## config.mk

```make
export PLATFORM = sky130hd
export DESIGN_NAME = round_countdown
export DESIGN_NICKNAME = d
export VERILOG_FILES = /design/src/rtl/game_timer_pkg.sv /design/src/rtl/bcd_down_digit.sv /design/src/rtl/round_countdown.sv
export SDC_FILE = /design/constraint.sdc
export NUM_CORES = 1
export LEC_CHECK = 0
export CAP_MARGIN = 5
export CORE_AREA = 2 2 39 41
export DETAILED_ROUTE_END_ITERATION = 10
export DIE_AREA = 0 0 41 43
export PLACE_DENSITY = 0.83
export SLEW_MARGIN = 10
export SYNTH_ARGS = -nofsm -noshare
export SYNTH_HDL_FRONTEND = slang
export SYNTH_SLANG_ARGS = --single-unit
export TNS_END_PERCENT = 50
```

## constraint.sdc

```tcl
create_clock -name ClockIn -period 3.2 [get_ports ClockIn]
set_clock_uncertainty 0.1 [all_clocks]
set_input_delay 0.64 -clock ClockIn [delete_from_list [all_inputs] [get_ports ClockIn]]
set_output_delay 0.64 -clock ClockIn [all_outputs]
set_load 0.005 [all_outputs]
```

## src/rtl/game_timer_pkg.sv

```systemverilog
// ---------------------------------------------------------------------------
// game_timer_pkg
//
// Shared definitions for the game-round countdown controller.
//   - State encodings (ST_*) and the matching enum used by the FSM.
//   - BCD digit constants.
//   - Small BCD helpers used by the digit register and the top level.
// ---------------------------------------------------------------------------
package game_timer_pkg;

    // FSM state encodings. These values appear on the State debug port,
    // so they are fixed rather than left to the synthesis tool.
    localparam logic [1:0] ST_IDLE   = 2'b00;
    localparam logic [1:0] ST_RUN    = 2'b01;
    localparam logic [1:0] ST_PAUSED = 2'b10;
    localparam logic [1:0] ST_DONE   = 2'b11;

    typedef enum logic [1:0] {
        STATE_IDLE   = ST_IDLE,
        STATE_RUN    = ST_RUN,
        STATE_PAUSED = ST_PAUSED,
        STATE_DONE   = ST_DONE
    } state_e;

    // BCD digit limits.
    localparam logic [3:0] BCD_ZERO = 4'd0;
    localparam logic [3:0] BCD_NINE = 4'd9;

    // One-digit BCD decrement with wrap: 0 -> 9, otherwise d - 1.
    function automatic logic [3:0] bcd_dec(input logic [3:0] d);
        logic [3:0] r;
        if (d == BCD_ZERO) begin
            r = BCD_NINE;
        end else begin
            r = d - 4'd1;
        end
        return r;
    endfunction

    // Maps an integer parameter onto a legal BCD digit. Out-of-range values
    // saturate at 9 so the displays never see a non-decimal code.
    function automatic logic [3:0] bcd_clamp(input int unsigned v);
        logic [3:0] r;
        if (v > 32'd9) begin
            r = BCD_NINE;
        end else begin
            r = 4'(v);
        end
        return r;
    endfunction

endpackage : game_timer_pkg

```

## src/rtl/bcd_down_digit.sv

```systemverilog
// ---------------------------------------------------------------------------
// bcd_down_digit
//
// One BCD digit register with synchronous load and decrement.
//
// Ports:
//   clk        in   1  clock, all logic on posedge
//   rst        in   1  synchronous active-high reset
//   rst_value  in   4  digit value taken while rst is high
//   load       in   1  load load_value this cycle (priority over dec)
//   load_value in   4  value to load
//   dec        in   1  decrement this cycle (9 follows 0)
//   digit      out  4  current registered digit
//   borrow     out  1  combinational: dec is high while the digit is 0,
//                      i.e. the next-higher digit must decrement too
// ---------------------------------------------------------------------------
module bcd_down_digit
    import game_timer_pkg::*;
(
    input  logic       clk,
    input  logic       rst,
    input  logic [3:0] rst_value,
    input  logic       load,
    input  logic [3:0] load_value,
    input  logic       dec,
    output logic [3:0] digit,
    output logic       borrow
);

    logic [3:0] digit_q;
    logic [3:0] digit_d;

    always_comb begin
        digit_d = digit_q;
        if (load) begin
            digit_d = load_value;
        end else if (dec) begin
            digit_d = bcd_dec(digit_q);
        end
    end

    always_ff @(posedge clk) begin
        if (rst) begin
            digit_q <= rst_value;
        end else begin
            digit_q <= digit_d;
        end
    end

    // A load overrides a decrement, so no borrow is propagated on a load.
    assign borrow = dec && !load && (digit_q == BCD_ZERO);
    assign digit  = digit_q;

endmodule : bcd_down_digit

```

## src/rtl/round_countdown.sv

```systemverilog
// ---------------------------------------------------------------------------
// round_countdown
//
// Game-round countdown controller. Holds remaining play time as two BCD
// digits (tens:ones), decrements once per Tick while a round is running and
// pulses TimeUp when the count reaches 00.
//
// Parameters:
//   START_TENS  tens digit loaded at round start (0..9)
//   START_ONES  ones digit loaded at round start (0..9)
//
// Ports:
//   ClockIn    in   1  system clock, all logic on posedge
//   Reset      in   1  synchronous active-high reset, priority over all
//   Start      in   1  single-cycle request to begin a round (IDLE/DONE only)
//   Pause      in   1  level; holds the countdown while high (RUN/PAUSED)
//   Tick       in   1  single-cycle one-second enable from the rate divider
//   OnesValue  out  4  BCD ones digit of remaining seconds
//   TensValue  out  4  BCD tens digit of remaining seconds
//   Active     out  1  high in RUN and PAUSED
//   TimeUp     out  1  registered one-cycle pulse on entry to DONE
//   State      out  2  current FSM state (IDLE=00 RUN=01 PAUSED=10 DONE=11)
//
// Strobe semantics: Start and Tick carry no handshake. Each is consumed on
// the edge where it is sampled high; if the current state does not accept
// it, it is dropped, never held or queued. Pause is a level.
// ---------------------------------------------------------------------------
module round_countdown
    import game_timer_pkg::*;
#(
    parameter int unsigned START_TENS = 6,
    parameter int unsigned START_ONES = 0
) (
    input  logic       ClockIn,
    input  logic       Reset,
    input  logic       Start,
    input  logic       Pause,
    input  logic       Tick,
    output logic [3:0] OnesValue,
    output logic [3:0] TensValue,
    output logic       Active,
    output logic       TimeUp,
    output logic [1:0] State
);

    localparam logic [3:0] START_TENS_BCD = bcd_clamp(START_TENS);
    localparam logic [3:0] START_ONES_BCD = bcd_clamp(START_ONES);

    // A 00 start value has nothing to count: Start goes straight to DONE.
    localparam bit START_IS_ZERO = (START_TENS_BCD == BCD_ZERO) &&
                                   (START_ONES_BCD == BCD_ZERO);

    state_e     state_q;
    state_e     state_d;
    logic       time_up_q;
    logic       time_up_d;

    logic       load;
    logic       dec_ones;
    logic       ones_borrow;
    logic       unused_tens_borrow;
    logic [3:0] ones_value;
    logic [3:0] tens_value;
    logic       at_zero;
    logic       at_one;

    assign at_zero = (tens_value == BCD_ZERO) && (ones_value == BCD_ZERO);
    assign at_one  = (tens_value == BCD_ZERO) && (ones_value == 4'd1);

    // -----------------------------------------------------------------------
    // Next-state and datapath control
    // -----------------------------------------------------------------------
    always_comb begin
        state_d   = state_q;
        time_up_d = 1'b0;
        load      = 1'b0;
        dec_ones  = 1'b0;

        case (state_q)
            // IDLE and DONE behave the same way: only Start matters, and it
            // takes priority over a coincident Tick (no decrement on load).
            STATE_IDLE, STATE_DONE: begin
                if (Start) begin
                    load = 1'b1;
                    if (START_IS_ZERO) begin
                        state_d   = STATE_DONE;
                        time_up_d = 1'b1;
                    end else begin
                        state_d = STATE_RUN;
                    end
                end
            end

            STATE_RUN: begin
                // Pause beats Tick; the tick in that cycle is lost.
                if (Pause) begin
                    state_d = STATE_PAUSED;
                end else if (Tick && !at_zero) begin
                    dec_ones = 1'b1;
                    if (at_one) begin
                        state_d   = STATE_DONE;
                        time_up_d = 1'b1;
                    end
                end
            end

            STATE_PAUSED: begin
                // Leaving PAUSED never decrements, even with a Tick present.
                if (!Pause) begin
                    state_d = STATE_RUN;
                end
            end

            default: begin
                state_d = STATE_IDLE;
            end
        endcase
    end

    always_ff @(posedge ClockIn) begin
        if (Reset) begin
            state_q   <= STATE_IDLE;
            time_up_q <= 1'b0;
        end else begin
            state_q   <= state_d;
            time_up_q <= time_up_d;
        end
    end

    // -----------------------------------------------------------------------
    // Digit registers: the ones borrow drives the tens decrement.
    // -----------------------------------------------------------------------
    bcd_down_digit u_ones (
        .clk        (ClockIn),
        .rst        (Reset),
        .rst_value  (START_ONES_BCD),
        .load       (load),
        .load_value (START_ONES_BCD),
        .dec        (dec_ones),
        .digit      (ones_value),
        .borrow     (ones_borrow)
    );

    // The tens digit can never borrow: the FSM leaves RUN at 00:01 and does
    // not decrement at 00:00, so its borrow output is intentionally sunk.
    bcd_down_digit u_tens (
        .clk        (ClockIn),
        .rst        (Reset),
        .rst_value  (START_TENS_BCD),
        .load       (load),
        .load_value (START_TENS_BCD),
        .dec        (ones_borrow),
        .digit      (tens_value),
        .borrow     (unused_tens_borrow)
    );

    assign OnesValue = ones_value;
    assign TensValue = tens_value;
    assign State     = state_q;
    assign Active    = (state_q == STATE_RUN) || (state_q == STATE_PAUSED);
    assign TimeUp    = time_up_q;

endmodule : round_countdown

```

==> impl_metrics.csv, run 1 <==
group,metric,value,unit
critical_path,critPathMaxStageDelay,0.49,ns
final_layout,stdcell_area,753,um2
synth,synth.largest_area_cell,"dfxtp_1",
clocking,clk_latency,0.27,ns
final_layout,nNetsFinal,89,
place,routabilityCongestion,0.750,
global_route,grt_pass1_wl,2.10,mm
synth,yosys.cell_count.top_type,"dfxtp_1",
job,maxCapViolations,0,
sta,layout_min_cycle_time,2.38,ns
place,io_buffers,16,
final_layout,syn_to_final_growth,37.8,%
critical_path,crit_buf_inv,3,
synth,syn_avg_cell_area,8.96,um2
clocking,cts_max_level,1,
critical_path,critPathMaxFanout,4,
synth,synth_cell_types,26,
detailed_routing,vias,532,
synth,synth_seq_cells,11,
global_route,grt_usage,18.0,%
detailed_routing,final_antenna_net_count,0,
clocking,clk_pin_slew_worst_paths,0.07,ns
clocking,post_cts_buffers,0,
detailed_routing,via_per_inst,5.48,
synth,yosysWarningCount,0,
floorplan,fp.dieW,41,um
sta,layout_setup_ws,0.821,ns
synth,syn-num-nets,68,
critical_path,crit_top_cell,"inv_1",
floorplan,rows,14,
critical_path,critPathKind,"reg2out",
critical_path,worstSetupStartpointType,"flip-flop",
power,power_frac_comb,25.9,%
synth,yosys-top-cells-count,"dfxtp_1, a21oi_1, nand2_1",
power,pwr-share-clk,27.9,%
detailed_routing,top_layer_used,"met4",
place,dpl.hpwl,910,um
sta,slew_headroom,68.9,%
detailed_routing,drcViolationCount,0,
critical_path,path_cells,"inv_1 > ha_1 > inv_1 > clkdlybuf4s50_1",
synth,synthCells,61,
final_layout,multi_input_area,312,um2
global_route,grt_pass1_vias,480,
sta,finalSetupViolCount,0,
global_route,overflow,0,
detailed_routing,wl_per_cell,12.6,um
power,seqPwrFrac,46.2,%
synth,synthFlopType,"dfxtp_1",
place,dpl.cell_count,93,
sta,drv_slew,0,
clocking,clkSinkCount,11,
detailed_routing,wl_met2,550,um
final_layout,antenna_cells,0,
sta,tightest_slew,0.463,ns
synth,yosysTopAreaCellShare,40.3,%
sta,rsz0062_at_grt,"false",
floorplan,die_area,1760,um2
clocking,cts_hold_buf,0,
sta,hold_viol,0,
power,p_sw,0.0946,mW
power,leakagePower,0.268,nW
min_path,holdCritPathClass,"reg2reg",
outcome,run_status,"finished, final reports clean",
detailed_routing,wl_met1,561,um
power,p_sw_share,28.4,%
clocking,cts_inserted_buffers,3,
clocking,clock-root-buffer,"clkbuf_4",
global_route,antenna_found_initial,0,
detailed_routing,drt_wl_total,1.22,mm
final_layout,final_cells,97,
detailed_routing,met3_length,75,um
floorplan,core_area,1380,um2
critical_path,cp-end-kind,"primary output",
detailed_routing,dr.pass1.iters,2,
power,p_int,0.239,mW
detailed_routing,drt_iter0_drc,8,
sta,fin_setup_tns,0,ns
synth,synth_edf_count,0,
critical_path,cp_data_required_time,2.46,ns
global_route,grt_max_degree,10,
power,power,0.333,mW
sta,hold-worst-slack,0.430,ns
sta,max_clock_freq,0.420,GHz
power,peakVddDrop,203,uV
clocking,cts_tree,"built",
final_layout,final-seq-area,220,um2
synth,ys_seq_area_share,40.3,%
place,dpl_cell_area,727,um2
final_layout,fin_util,54.4,%
clocking,cts_buffer_depth,2,
floorplan,io_pins,17,
place,place_ws,1.02,ns
floorplan,die_y,43,um
final_layout,nFillCells,138,
synth,ys_top_cells_by_area,"dfxtp_1, a21oi_1, nand2_1, ha_1, nand3b_1",
synth,synth.cell_area,547,um2
floorplan,initial_utilization,39.5,%
clocking,cts_resized,0,
critical_path,arrival,1.64,ns
synth,synthArstFlopShare,0,%
power,p_per_area,443,nW/um2
critical_path,critPathTopFamily,"buffers and inverters",
critical_path,cp_slowest_cell,"clkdlybuf4s50_1",
sta,min_period_over_period,74.4,%
final_layout,layout-drive-gt1-share,8.64,%
## per-layer routing
metal | GRT usage [%] | up-vias
li1 | - | 268
met4 | 14.0 | 0
met5 | 0 | -
met2 | 25.9 | 16
met3 | 3.14 | 4
met1 | 22.3 | 244
## kinds of logic after synthesis
logic type,synth area share (%)
AO/OA/AOI/OAI,23.8
XOR/XNOR,1.60
adder cells (fa/ha/maj),4.58
buffers and inverters,2.75
flip-flops,40.3
AND/OR/NAND/NOR,27.0
## path summary, 6_finish.rpt
check | from | end | slack, ns | depth (start not counted)
worst max-delay path | State[0] | Active | 0.82 | 4
worst min-delay path | u_tens.digit[3] | u_tens.digit[3] | 0.43 | 1
worst max register to register | State[0] | State[1] | 1.51 | 6
worst min register to register | u_tens.digit[3] | u_tens.digit[3] | 0.43 | 1
## cell type report
cell class                 count  area share, %
timing repair buffer          16           21.3
tap                           16           2.66
clock buffer                   4           3.49
inverter                       4           1.99
multi-input combinational     46           41.4
sequential                    11           29.2
## power by group through the flow
stage	logic, mW	clock network, mW	registers, mW
floorplan	0.0465	0	0.156
global placement	0.0834	0	0.156
detailed placement	0.0857	0	0.157
CTS	0.0861	0.0977	0.154
global route	0.0954	0.107	0.155
finish	0.0864	0.0931	0.154
## state kept, by name, indices dropped and copies added, names as in the netlist
register,flops
u_ones.digit,4
u_tens.digit,4
State,2
TimeUp,1
## layout by cell type (no fill, tap or decap), drive strengths merged
cell type,count
and4bb,1
or2b,1
ha,2
nor2,5
clkbuf,4
dfxtp,11
o211a,1
inv,4
a211oi,2
a41o,1
nor4,2
o21ai,4
nand4,1
nand2,7
nand4b,1
a2bb2oi,1
a21oi,7
clkdlybuf4s50,16
nand3b,3
xor2,1
o311ai,1
a21o,1
a22o,1
nor3,2
or4,1
Note: power is estimated with default switching activity, not from simulation.
==> run 2, diff against run 1 <==
clock period = 2.25 ns   (was 3.2 ns; I/O delays follow)
==> impl_metrics.csv, run 2 (synthesis results as in run 1) <==
group,metric,value,unit
outcome,run_status,"finished, final reports clean",
detailed_routing,via_per_inst,5.47,
final_layout,nFillCells,142,
critical_path,critPathMaxFanout,4,
power,power,0.477,mW
detailed_routing,final_antenna_net_count,0,
final_layout,nNetsFinal,89,
clocking,cts_buffer_depth,2,
global_route,grt_pass1_wl,2.19,mm
final_layout,syn_to_final_growth,38.0,%
floorplan,core_area,1380,um2
sta,tightest_slew,0.449,ns
final_layout,final_cells,97,
clocking,clk_latency,0.27,ns
sta,max_clock_freq,0.467,GHz
global_route,grt_usage,18.5,%
clocking,clk_pin_slew_worst_paths,0.07,ns
critical_path,r2r-start,"State[0]",
detailed_routing,drcViolationCount,0,
clocking,cts_hold_buf,0,
sta,fin_setup_tns,0,ns
detailed_routing,drt_iter0_drc,10,
critical_path,cp_data_required_time,1.70,ns
critical_path,arrival,1.59,ns
sta,finalSetupViolCount,0,
min_path,min_to,"u_tens.digit[3]",
detailed_routing,wl_per_cell,12.9,um
detailed_routing,dr.pass1.iters,4,
critical_path,worstReg2RegEnd,"State[1]",
floorplan,die_y,43,um
floorplan,io_pins,17,
power,p_per_area,632,nW/um2
sta,min_period_over_period,95.3,%
critical_path,cp-end-kind,"primary output",
global_route,grt_pass1_vias,497,
sta,layout_min_cycle_time,2.14,ns
min_path,hold_depth,1,
final_layout,most-common-layout-cells,"clkdlybuf4s50_1, dfxtp_1, a21oi_1, nand2_1, nor2_1",
min_path,holdCritPathClass,"reg2reg",
sta,rsz0062_at_grt,"false",
power,leakagePower,0.268,nW
sta,slew_headroom,69.8,%
floorplan,fp.dieW,41,um
critical_path,ff2ff_path_depth,6,
final_layout,final-seq-area,221,um2
final_layout,antenna_cells,0,
final_layout,multi_input_area,312,um2
floorplan,initial_utilization,39.5,%
critical_path,critPathKind,"reg2out",
sta,hold_viol,0,
clocking,clock-root-buffer,"clkbuf_4",
critical_path,rrSetupSlack,0.60,ns
clocking,cts_inserted_buffers,3,
min_path,min_from,"u_tens.digit[3]",
clocking,cts_max_level,1,
place,dpl.hpwl,916,um
critical_path,worstSetupStartpointType,"flip-flop",
global_route,antenna_found_initial,0,
power,peakVddDrop,286,uV
floorplan,die_area,1760,um2
global_route,overflow,0,
place,dpl.cell_count,93,
final_layout,layout-drive-gt1-share,9.88,%
clocking,cts_tree,"built",
final_layout,layout.cells.most_common,"clkdlybuf4s50_1",
sta,drv_slew,0,
global_route,grt_max_degree,10,
detailed_routing,vias,531,
job,maxCapViolations,0,
place,routabilityCongestion,0.750,
floorplan,rows,14,
place,io_buffers,16,
clocking,clkSinkCount,11,
detailed_routing,drt_wl_total,1.25,mm
-- run 2: changes by cell type in the layout (fill, tap and decap cells not counted) --
cell     previous run  this run
dfxtp_2             0         1
dfxtp_1            11        10
-- run 2: per-layer routing --
| metal | vias up | GRT usage, % | part of all wire (%) |
|---|---|---|---|
| met5 | - | 0 | 0 |
| met4 | 0 | 12.0 | 3.0 |
| met3 | 5 | 3.14 | 6.5 |
| met2 | 19 | 27.5 | 45 |
| met1 | 240 | 23.3 | 45 |
| li1 | 267 | - | - |
-- run 2: how the worst max path moves through the flow --
| stage | endpoint | from |
|---|---|---|
| floorplan | State[1] | State[0] |
| global placement | u_ones.digit[3] | Pause |
| detailed placement | u_ones.digit[3] | Pause |
| CTS | Active | State[0] |
| global route | Active | State[0] |
| finish | Active | State[0] |
-- run 2: what timing repair did --
item,CTS,global route
setup endpoints to repair,0,1
setup buffers,0,0
resized for setup,0,1
-- run 2: stage by stage --
stage | hold WS (ns) | utilization [%] | setup WS, ns | instance area (um2)
2_1_floorplan | 0.395 | - | 0.696 | 547
4_1_cts | 0.441 | 54.4 | 0.0584 | 753
3_5_place_dp | 0.430 | 52.5 | 0.256 | 727
6_report | 0.430 | 54.5 | 0.107 | 754
5_1_grt | 0.463 | 54.5 | 0.0416 | 754
3_3_place_gp | 0.413 | 52.5 | 0.296 | 727
-- run 2: area by class of cell --
cell class	instances	share of cell area, %
Sequential cell	11	29.4
Multi-Input combinational cell	46	41.3
Timing Repair Buffer	16	21.2
Clock buffer	4	3.48
Inverter	4	1.99
Tap cell	16	2.65
-- run 2: critical path, cell delays in order, from the launching register on --
cell and delay, ns:
dfxtp_2 0.35, inv_1 0.06, ha_1 0.33, inv_1 0.09, clkdlybuf4s50_1 0.49
-- run 2: where the power goes --
part	leakage, nW	switching, mW	internal (mW)
Combinational	0.163	0.0573	0.0659
Sequential	0.0895	0.0136	0.206
Clock	0.0150	0.0654	0.0687
Total	0.268	0.136	0.341
